[src/rtl/acc_job_sched_pkg.sv]
// Shared types and constants for the accumulator job scheduler.
package acc_job_sched_pkg;
    typedef enum logic [1:0] {
        IDLE   = 2'd0,
        CLEAR  = 2'd1,
        RUN    = 2'd2,
        RESULT = 2'd3
    } state_t;

    localparam int CW = 7;
endpackage

[src/rtl/acc_job_sched_if.sv]
// Client, datapath and result signals of the scheduler; slave is the scheduler side.
interface acc_job_sched_if #(
    parameter int NREQ = 4,
    parameter int W    = 32
);
    localparam int IDW = $clog2(NREQ);

    logic [NREQ-1:0]   req;
    logic [NREQ-1:0]   gnt;
    logic [NREQ*8-1:0] smp_data;
    logic [NREQ-1:0]   smp_vld;
    logic [NREQ-1:0]   smp_rdy;
    logic              dp_clr;
    logic              dp_en;
    logic [7:0]        dp_in;
    logic [W-1:0]      dp_y;
    logic              res_vld;
    logic              res_rdy;
    logic [W-1:0]      res_data;
    logic [IDW-1:0]    res_id;

    modport slave (
        input  req, smp_data, smp_vld, dp_y, res_rdy,
        output gnt, smp_rdy, dp_clr, dp_en, dp_in, res_vld, res_data, res_id
    );

    modport master (
        output req, smp_data, smp_vld, dp_y, res_rdy,
        input  gnt, smp_rdy, dp_clr, dp_en, dp_in, res_vld, res_data, res_id
    );
endinterface

[src/rtl/acc_job_sched_rr_arbiter.sv]
// Combinational round-robin pick: first set request at or above ptr, with wrap.
module rr_arbiter #(
    parameter int NREQ = 4,
    localparam int IDW = $clog2(NREQ)
) (
    input  logic [NREQ-1:0] req,
    input  logic [IDW-1:0]  ptr,
    output logic [NREQ-1:0] gnt,
    output logic [IDW-1:0]  idx,
    output logic            any
);
    always_comb begin
        gnt = '0;
        idx = '0;
        any = 1'b0;
        for (int k = 0; k < NREQ; k++) begin
            if (!any && req[(int'(ptr) + k) % NREQ]) begin
                any = 1'b1;
                idx = IDW'((int'(ptr) + k) % NREQ);
            end
        end
        if (any) gnt[idx] = 1'b1;
    end
endmodule

[src/rtl/acc_job_sched.sv]
// Shares one shift-accumulate datapath among NREQ requesters, one ITER-sample job at a time.
module acc_job_sched
    import acc_job_sched_pkg::*;
#(
    parameter int NREQ = 4,
    parameter int W    = 32,
    parameter int ITER = 100
) (
    input logic           clk,
    input logic           rst_n,
    acc_job_sched_if.slave bus
);
    localparam int IDW = $clog2(NREQ);

    state_t          state, state_nxt;
    logic [IDW-1:0]  sel, ptr, arb_idx;
    logic [NREQ-1:0] arb_gnt, gnt_q;
    logic            arb_any;
    logic [CW-1:0]   cnt;
    logic            res_vld_q;
    logic [W-1:0]    res_data_q;
    logic [IDW-1:0]  res_id_q;
    logic            smp_ok, last_smp, res_acc;
    logic [7:0]      smp_sel;

    rr_arbiter #(.NREQ(NREQ)) u_arb (
        .req (bus.req),
        .ptr (ptr),
        .gnt (arb_gnt),
        .idx (arb_idx),
        .any (arb_any)
    );

    assign smp_sel  = bus.smp_data[8*int'(sel) +: 8];
    assign smp_ok   = (state == RUN) && bus.smp_vld[sel];
    assign last_smp = smp_ok && (cnt == CW'(ITER - 1));
    assign res_acc  = res_vld_q && bus.res_rdy;

    always_comb begin
        state_nxt = state;
        case (state)
            IDLE:    if (arb_any)  state_nxt = CLEAR;
            CLEAR:                 state_nxt = RUN;
            RUN:     if (last_smp) state_nxt = RESULT;
            RESULT:  if (res_acc)  state_nxt = IDLE;
            default:               state_nxt = IDLE;
        endcase
    end

    // gnt_q is onehot(sel) during a job, so it doubles as the sample-ready mask.
    assign bus.gnt      = gnt_q;
    assign bus.smp_rdy  = (state == RUN) ? gnt_q : '0;
    assign bus.dp_clr   = (state == CLEAR);
    assign bus.dp_en    = smp_ok;
    assign bus.dp_in    = (state == RUN) ? smp_sel : 8'h00;
    assign bus.res_vld  = res_vld_q;
    assign bus.res_data = res_data_q;
    assign bus.res_id   = res_id_q;

    always_ff @(posedge clk or negedge rst_n) begin
        if (!rst_n) begin
            state      <= IDLE;
            sel        <= '0;
            ptr        <= '0;
            gnt_q      <= '0;
            cnt        <= '0;
            res_vld_q  <= 1'b0;
            res_data_q <= '0;
            res_id_q   <= '0;
        end else begin
            state <= state_nxt;
            case (state)
                IDLE: begin
                    if (arb_any) begin
                        sel   <= arb_idx;
                        gnt_q <= arb_gnt;
                        ptr   <= (arb_idx == IDW'(NREQ - 1)) ? '0 : arb_idx + 1'b1;
                    end
                end
                CLEAR: cnt <= '0;
                RUN:   if (smp_ok) cnt <= cnt + 1'b1;
                RESULT: begin
                    // First RESULT cycle: the last sample has now landed in dp_y.
                    if (!res_vld_q) begin
                        res_vld_q  <= 1'b1;
                        res_data_q <= bus.dp_y;
                        res_id_q   <= sel;
                    end else if (bus.res_rdy) begin
                        res_vld_q <= 1'b0;
                        gnt_q     <= '0;
                    end
                end
                default: ;
            endcase
        end
    end
endmodule

[src/flat_wrapper.sv]
// flat-port wrapper written by rule: the top's interface ports become plain ports
module acc_job_sched_flat import acc_job_sched_pkg::*;
#(
    parameter int NREQ = 4,
    parameter int W    = 32,
    parameter int ITER = 100
)
  (clk, rst_n, bus_req, bus_smp_data, bus_smp_vld, bus_dp_y, bus_res_rdy, bus_gnt, bus_smp_rdy, bus_dp_clr, bus_dp_en, bus_dp_in, bus_res_vld, bus_res_data, bus_res_id);
  acc_job_sched_if #(.NREQ(NREQ), .W(W)) bus_i ();
  input logic clk;
  input logic rst_n;
  input wire logic [$bits(bus_i.req)-1:0] bus_req;
  input wire logic [$bits(bus_i.smp_data)-1:0] bus_smp_data;
  input wire logic [$bits(bus_i.smp_vld)-1:0] bus_smp_vld;
  input wire logic [$bits(bus_i.dp_y)-1:0] bus_dp_y;
  input wire logic [$bits(bus_i.res_rdy)-1:0] bus_res_rdy;
  output wire logic [$bits(bus_i.gnt)-1:0] bus_gnt;
  output wire logic [$bits(bus_i.smp_rdy)-1:0] bus_smp_rdy;
  output wire logic [$bits(bus_i.dp_clr)-1:0] bus_dp_clr;
  output wire logic [$bits(bus_i.dp_en)-1:0] bus_dp_en;
  output wire logic [$bits(bus_i.dp_in)-1:0] bus_dp_in;
  output wire logic [$bits(bus_i.res_vld)-1:0] bus_res_vld;
  output wire logic [$bits(bus_i.res_data)-1:0] bus_res_data;
  output wire logic [$bits(bus_i.res_id)-1:0] bus_res_id;
  assign bus_i.req = bus_req;
  assign bus_i.smp_data = bus_smp_data;
  assign bus_i.smp_vld = bus_smp_vld;
  assign bus_i.dp_y = bus_dp_y;
  assign bus_i.res_rdy = bus_res_rdy;
  assign bus_gnt = bus_i.gnt;
  assign bus_smp_rdy = bus_i.smp_rdy;
  assign bus_dp_clr = bus_i.dp_clr;
  assign bus_dp_en = bus_i.dp_en;
  assign bus_dp_in = bus_i.dp_in;
  assign bus_res_vld = bus_i.res_vld;
  assign bus_res_data = bus_i.res_data;
  assign bus_res_id = bus_i.res_id;
  acc_job_sched #(.NREQ(NREQ), .W(W), .ITER(ITER)) u_core (.clk(clk), .rst_n(rst_n), .bus(bus_i));
endmodule
[config.mk]
export PLATFORM = sky130hd
export DESIGN_NAME = acc_job_sched_flat
export DESIGN_NICKNAME = d
export VERILOG_FILES = /design/src/rtl/acc_job_sched_pkg.sv /design/src/rtl/acc_job_sched_if.sv /design/src/rtl/acc_job_sched_rr_arbiter.sv /design/src/rtl/acc_job_sched.sv /design/src/flat_wrapper.sv
export SDC_FILE = /design/constraint.sdc
export NUM_CORES = 1
export LEC_CHECK = 0
export BUFFER_PORTS_ARGS = -buffer_cell sky130_fd_sc_hd__buf_4
export CORE_ASPECT_RATIO = 0.75
export CORE_UTILIZATION = 46
export CTS_CLUSTER_DIAMETER = 60
export CTS_CLUSTER_SIZE = 8
export DETAILED_ROUTE_END_ITERATION = 16
export GPL_TIMING_DRIVEN = 1
export PLACE_DENSITY = 0.8
export RECOVER_POWER = 100
export SETUP_SLACK_MARGIN = 0.15
export SYNTH_ARGS = -nofsm -noshare
export SYNTH_HDL_FRONTEND = slang
export SYNTH_SLANG_ARGS = --single-unit
export TNS_END_PERCENT = 1
[constraint.sdc]
create_clock -name clk -period 2.2 [get_ports clk]
set_input_delay 0.33 -clock clk [delete_from_list [all_inputs] [get_ports clk]]
set_output_delay 0.33 -clock clk [all_outputs]
set_load 0.005 [all_outputs]
==> metrics.md, run 1 <==
| Metric | Value |
|---|---|
| Final Hold Viols | 0 |
| Initial DRT Pass Iterations | 4 |
| Fin crit share | 92.4% |
| PortBufs | 127 |
| Largest net degree at the start of global routing | 53 |
| Wirelength, routed | 5.73 mm |
| Final Power | 4.40 mW |
| HP Start | bus_dp_y[1] |
| CP Launch Point | u_core.state[0] |
| Critical Path AT | 1700 ps |
| First-pass GRT wire length | 8.77 mm |
| Slowest CP cell | dfrtp_1 |
| CTS root buf | clkbuf_8 |
| Core ar. | 0.00541 sq mm |
| Period minus WS final | 2030 ps |
| Post-layout util | 68.3% |
| Placer Congestion | 0.798 |
| GRT Util Overall | 19.2% |
| Hold/Removal Path Class | primary input to register |
| Hold_ws | 256 ps |
| Synthesized area | 0.00260 sq mm |
| Sequential share of the synthesized area | 50.0% |
| # clock sinks | 52 |
| Initial antenna violation count | 0 |
| Initial drt markers | 57 |
| Cts bufs inserted | 5 |
| Req. time, crit path | 1870 ps |
| P_leak | 1.78 nW |
| Worst skew pair latency | 300 ps |
| Initial Utilization | 48.1% |
| Post-placement cell area | 0.00365 sq mm |
| Routed vias | 2055 |
| CTS tree | yes |
| Clock Tree Buf Depth | 2 |
| Slew HR | 15.8% |
| Setup CP Type | register to output port |
| Cells after synthesis | 203 |
| Setup Skew | 6.64 ps |
| Crit Path Max Fanout | 14 |
| Number of synthesized flops with an enable pin | 0 |
| Share of cells above drive strength 1 | 55.5% |
| MaxCap Viol Count | 0 |
| Startpoint types | register |
| Nets | 419 |
| Die height | 67.2 um |
| Max-slew violation count | 0 |
| Remaining Overflow, GRT | 0 |
| Netlist cell types | 38 |
| Synthesized Nets | 288 |
| Flops & latches, synth | 52 |
| Vias in the first global route | 1987 |
| Drt drc | 0 |
| Setup-failing EPs final | 0 |
| Vias/cell | 5.01 |
| Row count | 23 |
| RR Startpoint | u_core.state[0] |
| Inserted Diodes | 0 |
| H-tree depth | 2 |
| Endpoint class of the critical path | output port |
| Io pins | 128 |
| Fmax | 492 MHz |
| DIE AREA | 0.00597 sq mm |
| Area leader, netlist | dfrtp_1 |
| Top cell type's share of synthesized area | 50.0% |
| Die extent in x | 88.9 um |
| YS warnings | 0 |
| Crit path cell chain | inv_1 > ha_1 > buf_4 > and2_1 > clkbuf_4 |
| Synthesis-to-layout area growth | 41.9% |
| Pwr Density | 1190 mW/mm^2 |
| Setup TNS | 0 ps |
| Post-synth top cells | 52 x dfrtp_1, 35 x mux2_2, 15 x inv_1 |
| Syn Area/Cell | 12.8 sq um |
| Antenna viol nets, final | 0 |
| Crit path largest cell delay | 420 ps |
| DP HPWL | 4.50 mm |
| Wire length per cell | 14.0 um |
| Outcome | complete, no violations |
| Synth Flop Type | dfrtp_1 |
| RSZ-0062 raised after global routing | true |
| Async SR Flop Fraction | 100% |
| Worst vdd ir | 0.000648 V |
| Most common cell in the synthesized netlist | dfrtp_1 |
| Worst-margin pin slew | 1260 ps |
| Clock Pin Slew Worst Setup and Hold Paths | 90 ps |
| Main area contributors after synthesis | dfrtp_1 50%, mux2_2 15%, mux4_2 7.8% |
| Design area | 0.00369 sq mm |
[power by group]
part           internal (mW)  switching [mW]  leakage, nW  total (mW)
logic                   1.31           0.875         1.10        2.19
clock network          0.222           0.301       0.0479       0.523
registers               1.40           0.289        0.634        1.69
total                   2.93            1.47         1.78        4.40
[final cells by class]
type	instances	area, sq um
fill	456	1720
sequential	52	1300
multi-input combinational	126	1180
timing repair buffer	134	968
tap	75	93.8
clock buffer	5	68.8
inverter	15	56.3
clock inverter	3	18.8
[kinds of logic (layout without fill, tap and decap cells)]
kind of cell	after synthesis	in the layout	share of synthesized area, %
AO/OA/AOI/OAI	26	26	7.35
flip-flops	52	52	50.0
XOR/XNOR	1	1	0.336
multiplexers	46	46	23.9
AND/OR/NAND/NOR	43	43	9.66
buffers and inverters	25	157	3.99
adder cells (fa/ha/maj)	10	10	4.81
[state kept, by name, summed over array words and instances (netlist names)]
register and cells:
u_core.bus.res_data 32, u_core.bus.res_id 2, u_core.state 2, u_core.sel 2
u_core.ptr 2, u_core.cnt 7, u_core.bus.gnt 4, u_core.bus.res_vld 1
[worst max-delay path, delay by kind of cell, from the launching register on]
kind                     cells  cell delay (ps)
flip-flops                   1              420
adder cells (fa/ha/maj)      1              350
buffers and inverters        3              490
AND/OR/NAND/NOR              1              150
[cell usage in the layout, fill, tap and decap left out, types with 2 or more instances in the layout]
master    instances
o21ai_0          11
ha_1             10
a21oi_1           2
mux4_2            9
nand4b_1          4
clkbuf_2          3
and2_0            9
nand2_1           8
buf_4            86
dfrtp_2           2
clkbuf_1          7
and2_1            3
nand4_1           2
dfrtp_1          50
a221o_2           2
clkinv_2          2
mux2_2           35
a22oi_1           2
inv_1            15
nor2_1            2
nand2b_1          2
and3_1            2
clkbuf_8          5
clkbuf_4         37
nand3_1           6
[path summary, 6_finish.rpt]
check / to / slack, ps / cells past startpoint
max: bus_smp_rdy[1] / 170 / 5
min: u_core.bus.res_data[1] / 260 / 2
max reg2reg: u_core.state[1] / 300 / 6
min reg2reg: u_core.bus.res_data[5] / 510 / 1
max in group asynchronous: u_core.sel[1] / 1060 / 1
min in group asynchronous: u_core.cnt[5] / 290 / 1
[per-layer routing]
| layer | track usage (%) | up-vias | wire [um] |
|---|---|---|---|
| met4 | 3.63 | 0 | 19 |
| met2 | 32.8 | 83 | 2750 |
| li1 | - | 986 | - |
| met1 | 23.5 | 984 | 2450 |
| met5 | 0 | - | 0 |
| met3 | 7.21 | 2 | 511 |
[per-stage QoR]
step	cells	worst slack, ps
floorplan	203	539
global placement	400	317
detailed placement	400	283
CTS	410	150
global route	410	62.2
finish	410	167
[timing repair]
item / 4_1_cts / 5_1_grt
gates resized for setup: 1 / 1
setup endpoints to repair: 9 / 11
buffers inserted: 2 / 0
hold buffers: 0 / 0
No activity file was read; power rests on OpenSTA's default activity.
==> run 2: changes to the inputs <==
--- a/config.mk
+++ b/config.mk
@@ -5,17 +5,18 @@
 export SDC_FILE = /design/constraint.sdc
 export NUM_CORES = 1
 export LEC_CHECK = 0
-export BUFFER_PORTS_ARGS = -buffer_cell sky130_fd_sc_hd__buf_4
 export CORE_ASPECT_RATIO = 0.75
-export CORE_UTILIZATION = 46
+export CORE_UTILIZATION = 60
 export CTS_CLUSTER_DIAMETER = 60
 export CTS_CLUSTER_SIZE = 8
 export DETAILED_ROUTE_END_ITERATION = 16
+export DONT_BUFFER_PORTS = 1
 export GPL_TIMING_DRIVEN = 1
-export PLACE_DENSITY = 0.8
+export PLACE_DENSITY = 0.76
 export RECOVER_POWER = 100
 export SETUP_SLACK_MARGIN = 0.15
 export SYNTH_ARGS = -nofsm -noshare
 export SYNTH_HDL_FRONTEND = slang
+export SYNTH_HIERARCHICAL = 1
 export SYNTH_SLANG_ARGS = --single-unit
 export TNS_END_PERCENT = 1
==> run 2 against run 1 <==
  * Register-to-register slack about the same
  * Area after synthesis up 3.2%
  * Via count down 15%
  * Die area down 20%
  * Clock skew down 3.7 ps
  * Flip-flop and latch count unchanged
  * Total power down 11%
  * Worst hold slack worse by 81 ps
  * Routed wire length down 3.2%
  * Largest cell class unchanged
  * Cell area down 24%
  * Largest power group is now sequential cells
  * Sequential power up 9%
==> metrics.md, run 2 <==
| Metric | Value |
|---|---|
| P_leak | 1.19 nW (was 1.78 nW) |
| Pint | 2.47 mW (was 2.93 mW) |
| Worst skew pair latency | 300 ps (about the same) |
| Area leader, netlist | dfrtp_1 (unchanged) |
| Syn Area/Cell | 12.2 sq um (was 12.8 sq um) |
| Top cell type's share of synthesized area | 48.4% (was 50.0%) |
| Commonest non-fill, non-tap cell in the layout | dfrtp_1 (was buf_4) |
| Seq pwr share | 46.9% (was 38.4%) |
| Remaining Overflow, GRT | 0 (unchanged) |
| Initial drt markers | 68 (was 57) |
| Outcome | complete, no violations (unchanged) |
| Drt drc | 0 (unchanged) |
| Io pins | 128 (unchanged) |
| Setup Skew | 2.97 ps (was 6.64 ps) |
| PortBufs | 0 (was 127) |
| Setup TNS | 0 ps (unchanged) |
| Pwr Density | 1390 mW/mm^2 (was 1190 mW/mm^2) |
| Die extent in x | 79.3 um (was 88.9 um) |
| Most common cell in the synthesized netlist | dfrtp_1 (unchanged) |
| Dpl ws | 363 ps (was 283 ps) |
| Routed vias | 1737 (was 2055) |
| Clock Pin Slew Worst Setup and Hold Paths | 90 ps (about the same) |
| DIE AREA | 0.00475 sq mm (was 0.00597 sq mm) |
| Core ar. | 0.00418 sq mm (was 0.00541 sq mm) |
| Max-slew violation count | 0 (unchanged) |
| Max FFs per register | 32 (unchanged) |
| GRT Util Overall | 24.3% (was 19.2%) |
| Initial DRT Pass Iterations | 5 (was 4) |
| Post-synth top cells | 52 x dfrtp_1, 39 x mux2_2, 13 x inv_1, 13 x nor2_1, 11 x o21ai_0 (was 52 x dfrtp_1, 35 x mux2_2, 15 x inv_1) |
| RSZ-0062 raised after global routing | false (was true) |
| Req. time, crit path | 1870 ps (about the same) |
| CTS root buf | clkbuf_8 (unchanged) |
| Die height | 60.0 um (was 67.2 um) |
| Crit Path Max Fanout | 11 (was 14) |
| Setup-failing EPs final | 0 (unchanged) |
| MaxCap Viol Count | 0 (unchanged) |
| YS warnings | 6 (was 0) |
| Slew HR | 17.3% (was 15.8%) |
| Psw | 1.44 mW (was 1.47 mW) |
| Min setup slack post-route | 202 ps (was 167 ps) |
| Vias in the first global route | 1733 (was 1987) |
| H-tree depth | 2 (unchanged) |
| Inserted Diodes | 0 (unchanged) |
| Initial Utilization | 64.3% (was 48.1%) |
| Cts bufs inserted | 5 (unchanged) |
| Synth Flop Type | dfrtp_1 (unchanged) |
| Largest net degree at the start of global routing | 53 (unchanged) |
| Clock Tree Buf Depth | 2 (unchanged) |
| Period minus WS final | 2000 ps (was 2030 ps) |
| Fill count | 309 (was 456) |
| Fmax | 500 MHz (was 492 MHz) |
| Startpoint types | register (unchanged) |
| Endpoint class of the critical path | output port (unchanged) |
| Sw Share | 36.8% (was 33.3%) |
| Vias/cell | 6.32 (was 5.01) |
| Initial antenna violation count | 0 (unchanged) |
| Cells after synthesis | 220 (was 203) |
| Final Hold Viols | 0 (unchanged) |
| Synthesized area | 0.00269 sq mm (was 0.00260 sq mm) |
| First-pass GRT wire length | 8.57 mm (was 8.77 mm) |
| Setup Buffers After CTS | 0 (was 2) |
| Fin crit share | 90.8% (was 92.4%) |
| Comb pwr share | 39.7% (was 49.8%) |
| Critical Path AT | 1670 ps (was 1700 ps) |
| Flops & latches, synth | 52 (unchanged) |
| Synthesized Nets | 302 (was 288) |
| Wirelength, routed | 5.54 mm (was 5.73 mm) |
| Wire length per cell | 20.2 um (was 14.0 um) |
| CTS tree | yes (unchanged) |
| Nets | 301 (was 419) |
| Setup CP Type | register to output port (unchanged) |
| Placer Congestion | 0.918 (was 0.798) |
| Netlist cell types | 41 (was 38) |
| DP HPWL | 4.17 mm (was 4.50 mm) |
| Async SR Flop Fraction | 100% (unchanged) |
| # clock sinks | 52 (unchanged) |
| Sequential share of the synthesized area | 48.4% (was 50.0%) |
| Clock network power share | 13.4% (was 11.9%) |
| Main area contributors after synthesis | dfrtp_1 48%, mux2_2 16%, mux4_2 7.5% (was dfrtp_1 50%, mux2_2 15%, mux4_2 7.8%) |
| Synthesis-to-layout area growth | 4.61% (was 41.9%) |
| Worst vdd ir | 0.000683 V (was 0.000648 V) |
| Commonest cells after routing, fill and taps aside | 52 x dfrtp_1, 39 x mux2_2, 13 x inv_1, 13 x nor2_1, 11 x o21ai_0 (was 86 x buf_4, 50 x dfrtp_1, 37 x clkbuf_4) |
| Antenna viol nets, final | 0 (unchanged) |
| Worst-margin pin slew | 1240 ps (was 1260 ps) |
| Number of synthesized flops with an enable pin | 0 (unchanged) |
| Share of cells above drive strength 1 | 29.1% (was 55.5%) |
| Hold/Removal Path Class | primary input to register (unchanged) |
| Row count | 20 (was 23) |
==> run 2: cell count changes after synthesis, moves of 3 or more <==
cell     change
nor2_1      +11
a21oi_1      +6
mux2_2       +4
nand3_1      -5
ha_1         -3
==> run 2: cell families (layout without fill, tap and decap cells) <==
kind of cell	after synthesis	after routing	share of synthesized area, %
buffers and inverters	25	25	4.24
adder cells (fa/ha/maj)	7	7	3.26
XOR/XNOR	1	1	0.326
AO/OA/AOI/OAI	33	33	7.96
flip-flops	52	52	48.4
multiplexers	50	50	24.8
AND/OR/NAND/NOR	52	52	11.0
==> run 2: final cells by class <==
| cell class | count | area (sq um) | share of cell area, % |
|---|---|---|---|
| clock buffers | 5 | 68.8 | 2.45 |
| flip-flops and latches | 52 | 1300 | 46.3 |
| repair buffers | 4 | 42.5 | 1.51 |
| inverters | 13 | 48.8 | 1.74 |
| multi-input cells | 143 | 1260 | 44.9 |
| well taps | 55 | 68.8 | 2.45 |
| clock inverters | 3 | 18.8 | 0.668 |
==> run 2: timing repair <==
action                     in CTS  in global routing
hold endpoints to repair       52                  0
hold buffers                    2                  0
gates resized for setup         1                  1
setup endpoints to repair       4                  4
pin swaps                       0                  0
==> run 2: critical path, cell delays in order (launching register included) <==
cell,delay [ps]
dfrtp_1,580
mux4_2,490
and2_0,290
==> run 2: per-layer routing <==
layer  track usage, %  wire (um)  vias up
li1                 -          -      786
met1             31.8       2300      825
met2             39.2       2680      112
met3             7.02        473       14
met4             9.09         91        0
met5                0          0        -
==> run 2: metrics by stage <==
stage / hold slack (ps) / std cells / util, % / power (mW) / instance area, sq um
global placement: 35.4 / 265 / 65.1 / 3.29 / 2720
global route: 148 / 275 / 67.3 / 4.20 / 2810
detailed placement: 35.4 / 265 / 65.1 / 3.40 / 2720
CTS: 161 / 275 / 68.2 / 3.97 / 2850
finish: 175 / 275 / 67.3 / 3.91 / 2810
floorplan: 34.4 / 220 / - / 3.08 / 2690
==> run 2: path summary, 6_finish.rpt <==
kind,from,end,slack [ps],cells past startpoint
max,u_core/sel[1],bus_dp_en,200,2
min,bus_dp_y[1],u_core/bus.res_data[1],170,1
max reg2reg,u_core/state[1],u_core/bus.res_data[12],310,4
min reg2reg,u_core/cnt[5],u_core/cnt[5],530,1
max in group asynchronous,rst_n,u_core/bus.gnt[3],600,2
min in group asynchronous,rst_n,u_core/cnt[4],850,2
==> run 2: power groups by stage <==
stage / Combinational [mW] / Clock (mW) / Sequential, mW
after detailed placement: 1.55 / 0 / 1.85
after global placement: 1.45 / 0 / 1.84
after floorplan: 1.40 / 0 / 1.68
after CTS: 1.58 / 0.545 / 1.85
final: 1.56 / 0.523 / 1.84
after global routing: 1.71 / 0.592 / 1.90
==> run 3: changes to the inputs <==
--- a/config.mk
+++ b/config.mk
@@ -5,6 +5,7 @@
 export SDC_FILE = /design/constraint.sdc
 export NUM_CORES = 1
 export LEC_CHECK = 0
+export ABC_AREA = 1
 export CORE_ASPECT_RATIO = 0.75
 export CORE_UTILIZATION = 60
 export CTS_CLUSTER_DIAMETER = 60
==> constraint.sdc (replaced) <==
create_clock -name clk -period 2.2 [get_ports clk]
set_input_delay 0.66 -clock clk [delete_from_list [all_inputs] [get_ports clk]]
set_output_delay 0.66 -clock clk [all_outputs]
set_load 0.005 [all_outputs]
==> run 3 against run 2 <==
  * Utilization increased by 1.3 points
  * Synthesized cell count increased by 56%
  * Die area increased by 9.7%
  * Sequential share of layout area decreased by 5.0 points
  * Flip-flop and latch count unchanged
  * Via count increased by 28%
  * Worst setup slack got worse by 65 ps
  * Clock power increased by 15%
  * Cell count increased by 48%
  * Critical path type unchanged
  * Largest cell class is now multi-input gates
==> metrics.md, run 3 <==
| Metric | Value |
|---|---|
| Synthesized area | 0.00296 sq mm (was 0.00269 sq mm) |
| Pwr Density | 1510 mW/mm^2 (was 1390 mW/mm^2) |
| Main area contributors after synthesis | dfrtp_1 44%, mux2_2 13%, nand2_1 9.1% (was dfrtp_1 48%, mux2_2 16%, mux4_2 7.5%) |
| Final Hold Viols | 0 (unchanged) |
| GRT Util Overall | 21.5% (was 24.3%) |
| Initial antenna violation count | 0 (unchanged) |
| Area leader, netlist | dfrtp_1 (unchanged) |
| Hold_buf cts | 0 (was 2) |
| Initial drt markers | 142 (was 68) |
| P_leak | 1.53 nW (was 1.19 nW) |
| Max FFs per register | 32 (unchanged) |
| Crit Path Max Fanout | 5 (was 11) |
| Die extent in x | 83.0 um (was 79.3 um) |
| Die height | 62.8 um (was 60.0 um) |
| DIE AREA | 0.00521 sq mm (was 0.00475 sq mm) |
| RSZ-0062 raised after global routing | true (was false) |
| PortBufs | 0 (unchanged) |
| DP HPWL | 4.05 mm (was 4.17 mm) |
| Placer Congestion | 0.940 (was 0.918) |
| Worst path bufs/invs | 3 (was 0) |
| Sequential share of the synthesized area | 44.0% (was 48.4%) |
| Req. time, crit path | 1540 ps (was 1870 ps) |
| Async SR Flop Fraction | 100% (unchanged) |
| MaxCap Viol Count | 0 (unchanged) |
| Worst vdd ir | 0.000968 V (was 0.000683 V) |
| Clock Pin Slew Worst Setup and Hold Paths | 90 ps (about the same) |
| Hold/Removal Path Class | primary input to asynchronous set/reset pin (was primary input to register) |
| YS warnings | 6 (unchanged) |
| Fin crit share | 93.8% (was 90.8%) |
| Io pins | 128 (unchanged) |
| Setup CP Type | register to output port (unchanged) |
| Syn Area/Cell | 8.59 sq um (was 12.2 sq um) |
| Setup TNS | 0 ps (unchanged) |
| Synthesized Nets | 426 (was 302) |
| Endpoint class of the critical path | output port (unchanged) |
| Critical Path AT | 1400 ps (was 1670 ps) |
| Vias in the first global route | 2104 (was 1733) |
| Wire length per cell | 13.5 um (was 20.2 um) |
| Initial DRT Pass Iterations | 5 (unchanged) |
| Netlist cell types | 29 (was 41) |
| Crit path largest cell delay | 390 ps (was 580 ps) |
| Synthesis-to-layout area growth | 6.69% (was 4.61%) |
| Outcome | complete, no violations (unchanged) |
| Clock Tree Buf Depth | 2 (unchanged) |
| Number of synthesized flops with an enable pin | 0 (unchanged) |
| Slowest CP cell | dfrtp_1 (unchanged) |
| Post-synth top cells | 72 x nand2_1, 52 x dfrtp_1, 42 x nor2_1 (was 52 x dfrtp_1, 39 x mux2_2, 13 x inv_1, 13 x nor2_1, 11 x o21ai_0) |
| Inserted Diodes | 0 (unchanged) |
| Cell family with most CP delay | flip-flops (unchanged) |
| Antenna viol nets, final | 0 (unchanged) |
| Setup Skew | 7.92 ps (was 2.97 ps) |
| Commonest non-fill, non-tap cell in the layout | nand2_1 (was dfrtp_1) |
| Slew HR | 72.5% (was 17.3%) |
| Worst skew pair latency | 290 ps (was 300 ps) |
| Synth Flop Type | dfrtp_1 (unchanged) |
| Drt drc | 0 (unchanged) |
| Share of cells above drive strength 1 | 22.6% (was 29.1%) |
| Remaining Overflow, GRT | 0 (unchanged) |
| Period minus WS final | 2060 ps (was 2000 ps) |
| Initial Utilization | 64.3% (about the same) |
| Startpoint types | register (unchanged) |
| Largest net degree at the start of global routing | 53 (unchanged) |
| Hold_ws | 51.4 ps (was 175 ps) |
| Vias/cell | 5.46 (was 6.32) |
| Flops & latches, synth | 52 (unchanged) |
| Fmax | 485 MHz (was 500 MHz) |
| First-pass GRT wire length | 9.26 mm (was 8.57 mm) |
| CTS tree | yes (unchanged) |
| Commonest cells after routing, fill and taps aside | 74 x nand2_1, 51 x dfrtp_1, 42 x nor2_1 (was 52 x dfrtp_1, 39 x mux2_2, 13 x inv_1, 13 x nor2_1, 11 x o21ai_0) |
| Core ar. | 0.00460 sq mm (was 0.00418 sq mm) |
| Worst-margin pin slew | 412 ps (was 1240 ps) |
| Crit path cell chain | inv_1 > ha_4 > clkinvlp_4 > buf_4 > a21oi_1 (was mux4_2 > and2_0) |
| Max-slew violation count | 0 (unchanged) |
| Cells after synthesis | 344 (was 220) |
| Setup-failing EPs final | 0 (unchanged) |
| CTS root buf | clkbuf_8 (unchanged) |
| Wirelength, routed | 5.49 mm (was 5.54 mm) |
| H-tree depth | 2 (unchanged) |
| Routed vias | 2224 (was 1737) |
| Nets | 433 (was 301) |
| Cts bufs inserted | 5 (unchanged) |
| Post-layout util | 68.6% (was 67.3%) |
| Top cell type's share of synthesized area | 44.0% (was 48.4%) |
| # clock sinks | 52 (unchanged) |
| Most common cell in the synthesized netlist | nand2_1 (was dfrtp_1) |
| Row count | 21 (was 20) |
## run 3: power by group
part | internal (mW) | switching, mW | leakage, nW | total (mW)
Clock | 0.327 | 0.277 | 0.0501 | 0.604
Sequential | 1.40 | 0.364 | 0.628 | 1.77
Combinational | 1.02 | 1.36 | 0.857 | 2.38
## run 3: final timing paths
| path | start | endpoint | slack (ps) | cells after the start |
|---|---|---|---|---|
| max | u_core/state[0] | bus_dp_in[7] | 140 | 5 |
| min | rst_n | u_core/bus.res_id[0] | 50 | 0 |
| max reg2reg | u_core/ptr[0] | u_core/ptr[1] | 170 | 12 |
| min reg2reg | u_core/cnt[1] | u_core/cnt[1] | 510 | 2 |
| max in group asynchronous | rst_n | u_core/sel[0] | 2050 | 0 |
| min in group clk | bus_dp_y[29] | u_core/bus.res_data[29] | 510 | 1 |
## run 3: kinds of logic (layout without fill, tap and decap cells)
kind of cell | Yosys count | count (layout) | synth area share, %
multiplexers | 33 | 33 | 12.6
buffers and inverters | 50 | 56 | 7.87
flip-flops | 52 | 52 | 44.0
adder cells (fa/ha/maj) | 7 | 7 | 2.96
XOR/XNOR | 2 | 2 | 0.593
AND/OR/NAND/NOR | 157 | 157 | 24.6
AO/OA/AOI/OAI | 43 | 43 | 7.41
## run 3: metrics by stage
step | total power [mW] | std cells | instance area, sq um | setup slack [ps]
final | 4.75 | 407 | 3150 | 137
after global routing | 5.16 | 407 | 3150 | 60.8
after CTS | 4.75 | 405 | 3140 | 114
after detailed placement | 4.06 | 396 | 2990 | 117
after global placement | 3.98 | 396 | 2990 | 154
after floorplan | 3.64 | 344 | 2960 | 275
## run 3: timing repair
item                                    4_1_cts  5_1_grt
gates cloned                                  0        0
endpoints found under the setup margin       10       15
setup buffers                                 3        2
endpoints found under the hold margin         0        0
pin swaps                                     0        1
resized for setup                             6       14
## run 3: metal layers
layer / vias to the layer above / global-route usage [%] / routed length (um)
met1: 1043 / 29.7 / 2510
met3: 2 / 5.55 / 301
met2: 70 / 35.0 / 2660
met5: - / 0 / 0
li1: 1109 / - / -
met4: 0 / 3.45 / 8
## run 3: cell type report
class	count	area (sq um)
clock inverter	1	30.0
inverter	38	153
sequential	52	1300
clock buffer	5	68.8
tap	57	71.3
multi-input combinational	242	1440
timing repair buffer	12	92.6
fill	362	1450
